File: config.mk
export PLATFORM = sky130hd
export DESIGN_NAME = ysyx_25030081_mc_seq
export DESIGN_NICKNAME = d
export VERILOG_FILES = /design/src/rtl/ysyx_25030081_mc_seq.sv
export SDC_FILE = /design/constraint.sdc
export NUM_CORES = 1
export LEC_CHECK = 0
export BUFFER_PORTS_ARGS = -buffer_cell sky130_fd_sc_hd__buf_2
export CORE_UTILIZATION = 56
export CTS_CLUSTER_DIAMETER = 150
export DETAILED_ROUTE_END_ITERATION = 10
export GPL_TIMING_DRIVEN = 0
export PLACE_DENSITY_LB_ADDON = 0.1
export SLEW_MARGIN = 20
export SYNTH_ARGS = -nofsm -noshare
export SYNTH_HDL_FRONTEND = slang
export SYNTH_SLANG_ARGS = --single-unit
File: constraint.sdc
create_clock -name clk -period 3.3 [get_ports clk]
set_input_delay 0.33 -clock clk [delete_from_list [all_inputs] [get_ports clk]]
set_output_delay 0.33 -clock clk [all_outputs]
set_load 0.01 [all_outputs]
File: src/rtl/ysyx_25030081_mc_seq.sv
// Multi-cycle RV32 instruction sequencer: fetch/decode/execute/memory/writeback
// with ifu/lsu handshakes, response timeout and sticky fault halt.
module ysyx_25030081_mc_seq #(
  parameter int unsigned TIMEOUT = 16,
  parameter int unsigned CNT_W   = 32
) (
  input  logic             clk,
  input  logic             rst,
  output logic             ifu_req_valid,
  input  logic             ifu_req_ready,
  input  logic             ifu_rsp_valid,
  input  logic             ifu_rsp_err,
  output logic             ir_wen,
  input  logic             dec_reg_wr,
  input  logic             dec_mem_to_reg,
  input  logic             dec_mem_wr,
  input  logic             dec_ebreak,
  input  logic             dec_illegal,
  output logic             lsu_req_valid,
  output logic             lsu_req_wen,
  input  logic             lsu_req_ready,
  input  logic             lsu_rsp_valid,
  input  logic             lsu_rsp_err,
  output logic             rf_wen,
  output logic             pc_wen,
  output logic             halt,
  output logic             fault,
  output logic [2:0]       fault_cause,
  output logic [2:0]       state,
  output logic [CNT_W-1:0] instret
);

  localparam int unsigned   TW   = $clog2(TIMEOUT);
  localparam logic [TW-1:0] TLIM = TW'(TIMEOUT - 1);

  typedef enum logic [2:0] {
    S_FETCH  = 3'd0,
    S_FWAIT  = 3'd1,
    S_DECODE = 3'd2,
    S_EXEC   = 3'd3,
    S_MREQ   = 3'd4,
    S_MWAIT  = 3'd5,
    S_WB     = 3'd6,
    S_HALT   = 3'd7
  } state_t;

  typedef enum logic [2:0] {
    C_NONE    = 3'd0,
    C_FETCH   = 3'd1,
    C_ILLEGAL = 3'd2,
    C_LSU     = 3'd3,
    C_TIMEOUT = 3'd4
  } cause_t;

  state_t           r_state;
  cause_t           r_cause;
  logic             r_fault;
  logic [TW-1:0]    r_timer;
  logic [CNT_W-1:0] r_instret;

  logic w_mem_op;
  logic w_bad_dec;
  logic w_tmo;

  assign w_mem_op  = dec_mem_to_reg | dec_mem_wr;
  assign w_bad_dec = dec_illegal | (dec_mem_to_reg & dec_mem_wr);
  assign w_tmo     = (r_timer == TLIM);

  always_ff @(posedge clk or posedge rst) begin
    if (rst) begin
      r_state   <= S_FETCH;
      r_cause   <= C_NONE;
      r_fault   <= 1'b0;
      r_timer   <= '0;
      r_instret <= '0;
    end else begin
      case (r_state)
        S_FETCH: begin
          if (ifu_req_ready) begin
            r_state <= S_FWAIT;
            r_timer <= '0;
          end
        end
        S_FWAIT: begin
          // A response in the final timer cycle takes priority over the timeout.
          if (ifu_rsp_valid) begin
            if (ifu_rsp_err) begin
              r_state <= S_HALT;
              r_fault <= 1'b1;
              r_cause <= C_FETCH;
            end else begin
              r_state <= S_DECODE;
            end
          end else if (w_tmo) begin
            r_state <= S_HALT;
            r_fault <= 1'b1;
            r_cause <= C_TIMEOUT;
          end else begin
            r_timer <= r_timer + TW'(1);
          end
        end
        S_DECODE: begin
          if (w_bad_dec) begin
            r_state <= S_HALT;
            r_fault <= 1'b1;
            r_cause <= C_ILLEGAL;
          end else if (dec_ebreak) begin
            r_state   <= S_HALT;
            r_instret <= r_instret + CNT_W'(1);
          end else begin
            r_state <= S_EXEC;
          end
        end
        S_EXEC: r_state <= w_mem_op ? S_MREQ : S_WB;
        S_MREQ: begin
          if (lsu_req_ready) begin
            r_state <= S_MWAIT;
            r_timer <= '0;
          end
        end
        S_MWAIT: begin
          if (lsu_rsp_valid) begin
            if (lsu_rsp_err) begin
              r_state <= S_HALT;
              r_fault <= 1'b1;
              r_cause <= C_LSU;
            end else begin
              r_state <= S_WB;
            end
          end else if (w_tmo) begin
            r_state <= S_HALT;
            r_fault <= 1'b1;
            r_cause <= C_TIMEOUT;
          end else begin
            r_timer <= r_timer + TW'(1);
          end
        end
        S_WB: begin
          r_state   <= S_FETCH;
          r_instret <= r_instret + CNT_W'(1);
        end
        S_HALT: r_state <= S_HALT;
      endcase
    end
  end

  // Enables decode from the registered state; ir_wen follows the response in the same cycle.
  always_comb begin
    ifu_req_valid = 1'b0;
    ir_wen        = 1'b0;
    lsu_req_valid = 1'b0;
    lsu_req_wen   = 1'b0;
    rf_wen        = 1'b0;
    pc_wen        = 1'b0;
    if (!rst) begin
      case (r_state)
        S_FETCH: ifu_req_valid = 1'b1;
        S_FWAIT: ir_wen = ifu_rsp_valid & ~ifu_rsp_err;
        S_MREQ: begin
          lsu_req_valid = 1'b1;
          lsu_req_wen   = dec_mem_wr;
        end
        S_WB: begin
          pc_wen = 1'b1;
          rf_wen = dec_reg_wr;
        end
        default: ;
      endcase
    end
  end

  assign halt        = (r_state == S_HALT);
  assign fault       = r_fault;
  assign fault_cause = r_cause;
  assign state       = r_state;
  assign instret     = r_instret;

endmodule

==> results.yml <==
cells_and_area:
  antenna_cells: 0
  final_core_util: 0.7162
  area_growth_pct: 20.65
  stdcell_count: 327
  fin_nets: 293
  fillers: 298
  drive_gt1_frac: 0.2939
logic_synthesis:
  syn_area_um2: 2206
  yosysUniqueCellTypes: 45
  synth-seq-area-share: 0.4878
  syn_avg_cell_area_um2: 10.41
  synth-edff-count: 0
  synth_area_leaders: "dfrtp_1 (49%), xnor2_1 (9.5%), nand3_1 (2.9%), nand2_1 (2.9%), xor2_1 (2.8%)"
  synth_nets: 227
  synth_top_area_frac: 0.4878
  synth_seq_cells: 43
  ys.warnings.count: 0
  synthCells: 212
  ys.flop_type: "dfrtp_1"
  synth_area_leader_cell: "dfrtp_1"
  synthArstFlopShare: 1.000
grt:
  grt_pass1_wl_um: 7327
  grt_start_max_net_pins: 28
  antenna_found_initial: 0
  grt_pass1_vias: 1659
  grt_overflow_total: 0
  grt_usage: 0.2285
pwr:
  pwr-share-clk: 0.203
  p_int_mw: 1.000
  p_sw_uw: 611.7
  power_mw: 1.612
  seqPwrFrac: 0.446
  comb_power_share: 0.351
  powerDensity_nw_per_um2: 605.7
  ir_worst_vdd_mv: 0.4757
  p_sw_frac: 0.3795
  leakagePower_nw: 1.283
routing:
  routed_wl_um: 4407
  drt-vias-per-instance: 5.456
  drcViolationCount: 0
  drtAntennaViolNets: 0
  vias: 1784
  dr.pass1.iters: 4
  wl_per_cell_um: 13.48
  drt_iter0_markers: 65
status:
  status: "completed"
timing:
  rsz0062_at_grt: "no"
  fin_skew_ns: 0.007228
  fmax_mhz: 472.8
  min_period_ns: 2.115
  finalSetupViolCount: 0
  setup_ws_ns: 1.185
  worst_pin_slew_ns: 0.6233
  finalCritPeriodShare: 0.6409
  timing.slew.headroom: 0.5813
  hold_viol: 0
  maxSlewViolCount: 0
  setup_tns_ns: 0
setup_path:
  critPathMaxFanout: 10
  path_class: "reg2out"
  endpoint_kind: "output port"
  required_ns: 2.97
  worstSetupStartpointType: "flip-flop"
  critPathArrivalTime_ns: 1.78
placement:
  pre_cts_slack_ns: 1.331
  dp_cells: 319
  numPortBuffers: 58
  hpwl_um: 3273
  gp_congestion: 0.8054
flow_run:
  max-cap-violations: 0
floorplanning:
  die_width_um: 64.76
  rows: 22
  coreArea_um2: 3716
  fp.dieArea_um2: 4194
  io_pins: 59
  initial_core_util: 0.5936
  die_height_um: 64.76
min_path:
  hp-class: "in2async"
clocking:
  cts_tree: "done"
  clkTransAtPathRegs_ns: 0.08
  cts-buffers-inserted: 5
  insertion_delay_ns: 0.30
  h-tree-depth: 2
  cts_setup_buffers: 0
  cts.path.max_buffers: 2
  cts_resized: 0
  ctsRootBufferMaster: "clkbuf_8"
  cts_hold_buf: 0
  cts_sinks: 43
[Yosys cell counts (3+ instances only)]
cell type   n
a31oi_1     3
clkbuf_1    3
nand2_1    17
a21oi_1     5
and3_1      8
nand3_1    13
dfrtp_1    43
nand4_1     9
nor2b_1     3
o21ai_0    11
xor2_1      7
nor2_1     15
xnor2_1    24
mux2_2      3
and4_1      3
inv_1       6
[sequential cells by signal, indices dropped and copies added (netlist names)]
name and count:
fault_cause 3, instret 32, state 3, fault 1
r_timer 4
[logic make-up (layout without fill, tap and decap cells)]
family / Yosys count / after routing / synth area share
compound gates: 33 / 33 / 0.09870
xor+xnor: 31 / 31 / 0.1231
fa+ha+maj: 2 / 2 / 0.01134
buf+inv: 11 / 78 / 0.02098
flops: 43 / 43 / 0.4878
mux: 4 / 4 / 0.01985
simple gates: 88 / 88 / 0.2382
[layer usage]
layer,vias to the layer above,share of wire,global-route usage
met5,-,0,0
li1,894,-,-
met4,0,0.0095,0.05833
met3,6,0.045,0.06162
met2,36,0.47,0.3737
met1,848,0.47,0.2991
[cell type report]
class | instances | area (um2) | share of cell area
Buffer | 5 | 23.77 | 0.008933
Timing Repair Buffer | 59 | 310.3 | 0.1166
Clock inverter | 2 | 12.51 | 0.004701
Clock buffer | 6 | 72.57 | 0.02727
Sequential cell | 43 | 1076 | 0.4043
Tap cell | 48 | 60.06 | 0.02257
Multi-Input combinational cell | 158 | 1084 | 0.4071
Inverter | 6 | 22.52 | 0.008463
[power by group through the flow]
stage | registers (mW) | logic, mW | clock network (mW)
2_1_floorplan | 0.739 | 0.369 | 0
3_3_place_gp | 0.724 | 0.557 | 0
3_5_place_dp | 0.728 | 0.564 | 0
4_1_cts | 0.717 | 0.568 | 0.334
5_1_grt | 0.731 | 0.627 | 0.355
6_report | 0.719 | 0.566 | 0.327
[critical path: stages (launching register included)]
cell and delay, ns:
dfrtp_1 0.51, clkbuf_1 0.37, nor2_1 0.13, and3_1 0.21, and2_1 0.14, buf_2 0.13
[cells in the final DEF (no fill, tap or decap), types with 2 or more instances in the layout]
cell	n
ha_1	2
nor3_2	2
and2_1	2
a31oi_1	3
xor2_1	7
mux2_2	3
dfrtp_1	43
and3_1	8
and4_1	3
nor2b_1	3
nor4b_1	2
a21oi_1	5
nor3_1	2
nand3_1	13
xnor2_1	24
a21oi_2	2
inv_1	5
clkbuf_8	5
or3_1	2
nand4_1	9
o21ai_0	11
nand2_1	17
nor2_1	15
clkbuf_1	4
nor4_4	2
nand2b_1	2
o31ai_1	2
buf_2	59
[worst paths after layout]
kind | from | endpoint | slack, ns | depth (start not counted)
worst min-delay path | rst | state[0] | 0.03 | 2
max in group asynchronous | rst | instret[10] | 2.81 | 3
worst max-delay path | state[0] | rf_wen | 1.19 | 5
min in group clk | ifu_rsp_err | state[2] | 0.38 | 5
worst min register to register | instret[5] | instret[5] | 0.48 | 1
worst max register to register | instret[0] | instret[20] | 1.33 | 5
[stage by stage]
step,hold slack (ns),instance area (um2)
6_report,0.03157,2661
2_1_floorplan,0.4696,2206
3_3_place_gp,0.4460,2556
3_5_place_dp,0.3564,2576
5_1_grt,0.06489,2661
4_1_cts,0.04113,2661
Note: power is estimated with default switching activity, not from simulation.
